### src/rtl/muldiv_unit.sv
// muldiv_unit: RV32M multiply/divide unit, iterative shift-add multiply and restoring divide
module muldiv_unit #(
  parameter int WIDTH    = 32,
  parameter bit FAST_MUL = 1'b0
) (
  input  logic             clk,
  input  logic             rst,
  input  logic             start,
  input  logic             flush,
  input  logic [2:0]       funct3,
  input  logic [WIDTH-1:0] op_a,
  input  logic [WIDTH-1:0] op_b,
  output logic             busy,
  output logic             done,
  output logic [WIDTH-1:0] result
);
  localparam int CW = $clog2(WIDTH) + 1;
  localparam logic [CW-1:0] ONE = CW'(1);
  localparam logic [CW-1:0] LOAD = CW'(WIDTH);
  localparam logic [WIDTH-1:0] MIN = {1'b1, {(WIDTH-1){1'b0}}};
  typedef enum logic [1:0] {IDLE, RUN, FIN} state_t;
  state_t state, state_n;
  logic [CW-1:0] cnt;
  logic [2:0] op;
  logic [WIDTH-1:0] d, hi, lo;
  logic neg, neg_r;
  logic accept, is_div, sa, sb, div_zero, ovf, early;
  logic [WIDTH-1:0] ma, mb, early_res;
  logic [2*WIDTH-1:0] fp, fps;
  logic [WIDTH:0] mul_sum, div_sh;
  logic [WIDTH-1:0] div_diff, hi_n, lo_n, quo, rem, run_res;
  logic div_ge;
  logic [2*WIDTH-1:0] prod, prod_s;
  always_comb begin
    is_div    = funct3[2];
    sa        = op_a[WIDTH-1] & (is_div ? ~funct3[0] : ^funct3[1:0]);
    sb        = op_b[WIDTH-1] & (is_div ? ~funct3[0] : funct3[1:0] == 2'b01);
    ma        = sa ? -op_a : op_a;
    mb        = sb ? -op_b : op_b;
    div_zero  = is_div && op_b == '0;
    ovf       = is_div && !funct3[0] && op_a == MIN && op_b == '1;
    early     = div_zero || ovf || (FAST_MUL && !is_div);
    fp        = {{WIDTH{1'b0}}, ma} * {{WIDTH{1'b0}}, mb};
    fps       = (sa ^ sb) ? -fp : fp;
    early_res = div_zero ? (funct3[1] ? op_a : '1) :
                ovf ? (funct3[1] ? '0 : op_a) :
                (funct3[1:0] == 2'b00 ? fps[WIDTH-1:0] : fps[2*WIDTH-1:WIDTH]);
    accept    = state != RUN && start && !flush;
    state_n   = state == RUN ? (flush ? IDLE : cnt == ONE ? FIN : RUN) :
                accept ? (early ? FIN : RUN) : IDLE;
    busy      = state == RUN;
    done      = state == FIN;
  end
  always_comb begin
    mul_sum  = {1'b0, hi} + (lo[0] ? {1'b0, d} : '0);
    div_sh   = {hi, lo[WIDTH-1]};
    div_ge   = div_sh >= {1'b0, d};
    div_diff = div_sh[WIDTH-1:0] - d;
    hi_n     = op[2] ? (div_ge ? div_diff : div_sh[WIDTH-1:0]) : mul_sum[WIDTH:1];
    lo_n     = op[2] ? {lo[WIDTH-2:0], div_ge} : {mul_sum[0], lo[WIDTH-1:1]};
    prod     = {hi_n, lo_n};
    prod_s   = neg ? -prod : prod;
    quo      = neg ? -lo_n : lo_n;
    rem      = neg_r ? -hi_n : hi_n;
    run_res  = op[2] ? (op[1] ? rem : quo) :
               (op[1:0] == 2'b00 ? prod_s[WIDTH-1:0] : prod_s[2*WIDTH-1:WIDTH]);
  end
  always_ff @(posedge clk)
    state <= rst ? IDLE : state_n;
  always_ff @(posedge clk) begin
    if (rst) begin
      cnt    <= '0;
      op     <= '0;
      d      <= '0;
      hi     <= '0;
      lo     <= '0;
      neg    <= 1'b0;
      neg_r  <= 1'b0;
      result <= '0;
    end else if (accept) begin
      cnt    <= LOAD;
      op     <= funct3;
      d      <= is_div ? mb : ma;
      hi     <= '0;
      lo     <= is_div ? ma : mb;
      neg    <= sa ^ sb;
      neg_r  <= sa;
      if (early) result <= early_res;
    end else if (state == RUN) begin
      cnt <= cnt - ONE;
      hi  <= hi_n;
      lo  <= lo_n;
      if (cnt == ONE && !flush) result <= run_res;
    end
  end
endmodule

### config.mk
export PLATFORM = sky130hd
export DESIGN_NAME = muldiv_unit
export DESIGN_NICKNAME = d
export VERILOG_FILES = /design/src/rtl/muldiv_unit.sv
export SDC_FILE = /design/constraint.sdc
export NUM_CORES = 2
export LEC_CHECK = 0
export BUFFER_PORTS_ARGS = -buffer_cell sky130_fd_sc_hd__buf_2
export CELL_PAD_IN_SITES_DETAIL_PLACEMENT = 1
export CELL_PAD_IN_SITES_GLOBAL_PLACEMENT = 1
export CORE_UTILIZATION = 40
export DETAILED_ROUTE_END_ITERATION = 8
export GPL_ROUTABILITY_DRIVEN = 0
export PLACE_DENSITY = 0.71
export SLEW_MARGIN = 0
export SYNTH_ARGS = -nofsm -noshare
export SYNTH_HDL_FRONTEND = slang
export SYNTH_SLANG_ARGS = --single-unit
### constraint.sdc
create_clock -name clk -period 11.3 [get_ports clk]
set_clock_uncertainty 0.15 [all_clocks]
set_input_delay 1.13 -clock clk [delete_from_list [all_inputs] [get_ports clk]]
set_output_delay 1.13 -clock clk [all_outputs]
set_load 0.02 [all_outputs]
==> impl_metrics.toml <==
[worst_setup_path]
start_kind = "primary input"
cpPeakStageDelay_ns = 1.01
critical_path.max_fanout = 12
crit_type = "in -> reg"
endpoint_kind = "flop"
slowest_stage = "xnor2_1"
cp.required_ns = 11.50
path_common_cell = "fa_1"
reg2reg_from = "d[14]$_SDFFE_PP0P_"
startpoint = "funct3[1]"
cp.arrival_ns = 11.20

[sta]
rsz0062_at_grt = "no"
relSlewSlack_pct = 12.9
min_period_over_period_pct = 97.4
drv_slew = 0
fmax_ghz = 0.0909
worst_slew_pin_slew_ns = 1.30
finalSetupViolCount = 0
hold_violations = 0
post-route-min-period_ns = 11.00

[outcome]
status = "finished clean"

[synth]
synth_top_cell_area_share_pct = 29.0
synth_edf_count = 0
synth_nets = 5290
synth.most_common_cell = "nor2_1"
syn_area_um2 = 34300
ys_async_sr_fraction_pct = 0
synth.largest_area_cell = "fa_1"
ys_dominant_reg_cell = "dfxtp_1"
synth_cells = 4519
ys_ff_latch = 141
synth_cell_types = 99
avgSynthCellArea_um2 = 7.59
yosys_warnings = 0
yosysSeqAreaShare_pct = 8.23
synthTopCellsByCount = "nor2_1, inv_1, nand2_1, fa_1, clkbuf_1"
synth_area_leaders = "fa_1, dfxtp_1, ha_1"

[detailed_routing]
viasPerCell = 5.96
drcViolationCount = 0
ant_nets = 0
wl_per_cell_um = 26.6
firstDrtPassIters = 6
wirelength_um = 151000
drt_iter0_drc = 2994
vias = 33760

[die]
die_area_um2 = 86900
die_h_um = 295
num_rows = 107
start_util_pct = 40.3
coreArea_um2 = 85000
io_pins = 105
fp.dieW_um = 295

[global_routing]
grt_max_degree = 94
grt_first_pass_wirelength_um = 222000
grt_usage_pct = 34.6
grt.overflow.total = 0
grt_pass1_vias = 34186
antenna_found_initial = 6

[placed_design]
port_buffers = 104
dpl.hpwl_um = 122000
dp.cells = 5624

[cells_and_area]
drive_above_1_share_pct = 9.74
syn_to_final_growth_pct = 9.57
fin_nets = 5274
final.fill_count = 10602
layout.cells.non_filler = 5664

[clock_tree]
htreeDepth = 4
clk_latency_ns = 0.46
cts.path.max_buffers = 2
cts_tree = "built"
clock-root-buffer = "clkbuf_16"
clkTransAtPathRegs_ns = 0.07
cts_buffers = 17
cts_hold_buf = 0
cts.sink_count = 141

[flow_run]
drv_cap = 0

[min_path]
hp-class = "reg -> reg"
min_from = "d[5]$_SDFFE_PP0P_"
-- area by class of cell --
cell class	instances	area [um^2]	area share [%]
inverter	586	2200	5.85
antenna	4	10.0	0.0266
clock buffer	19	453	1.21
timing repair buffer	311	2230	5.93
clock inverter	13	175	0.466
sequential	141	2830	7.53
multi-input combinational	3446	28200	75.2
tap	1144	1430	3.81
-- per-stage QoR --
step	worst slack [ns]	hold slack [ns]	util, %	setup TNS [ns]	area (um^2)
finish	0.299	0.323	44.2	0	37600
CTS	0.156	0.325	44.1	0	37500
floorplan	0.542	0.290	-	0	34300
global placement	0.0687	0.302	43.3	0	36800
global route	0.00467	0.347	44.2	0	37600
detailed placement	-0.290	0.314	43.3	-0.290	36800
-- critical path, delay by kind of cell --
family	cells	cell delay, ns
buf+inv	9	0.90
xor+xnor	2	1.14
compound gates	7	1.49
fa+ha+maj	10	4.74
simple gates	8	1.79
-- sequential cells by signal (all words and copies together), names as in the netlist --
name,count
cnt,6
neg,1
hi,32
result,32
lo,32
neg_r,1
d,32
op,3
state,2
-- final timing paths --
kind,end,slack (ns),cells past startpoint
setup / recovery,result[1]$_SDFFE_PP0P_,0.30,36
hold / removal,d[5]$_SDFFE_PP0P_,0.32,2
setup reg to reg,result[30]$_SDFFE_PP0P_,3.57,19
hold reg to reg,d[5]$_SDFFE_PP0P_,0.32,2
-- layout by cell type (no fill, tap or decap), types with 73 or more instances in the layout --
| cell type | n |
|---|---|
| a21oi_1 | 260 |
| buf_2 | 102 |
| buf_4 | 197 |
| dfxtp_1 | 139 |
| fa_1 | 497 |
| ha_1 | 203 |
| inv_1 | 583 |
| nand2_1 | 509 |
| nor2_1 | 608 |
| nor3_1 | 73 |
| o21ai_0 | 174 |
| xnor2_1 | 125 |
| xor2_1 | 105 |
-- repair_timing --
item | 4_1_cts | 5_1_grt
endpoints found under the setup margin | 0 | 1
setup buffers | 0 | 4
resized for setup | 0 | 13
-- routing by layer --
metal | up-vias | GRT usage, % | wire (um)
li1 | 14718 | - | -
met1 | 17083 | 43.9 | 59900
met2 | 1562 | 54.4 | 67900
met3 | 389 | 7.19 | 13000
met4 | 8 | 19.8 | 9600
met5 | - | 1.13 | 177
-- cell families after synthesis --
kind of cell               count (synthesis)  synth area share, %
xor gates and xnor gates                 258                 6.59
and+or+nand+nor                         1522                 19.6
muxes                                     52                 1.57
adders and majority gates                700                 36.4
AOI/OAI and AO/OA                        914                 17.3
DFF                                      141                 8.23
buffers and inverters                    932                 10.3
Power is left out: the tool's default activity adds up to more than one toggle a clock period on the data nets, which glitch-free logic cannot reach.
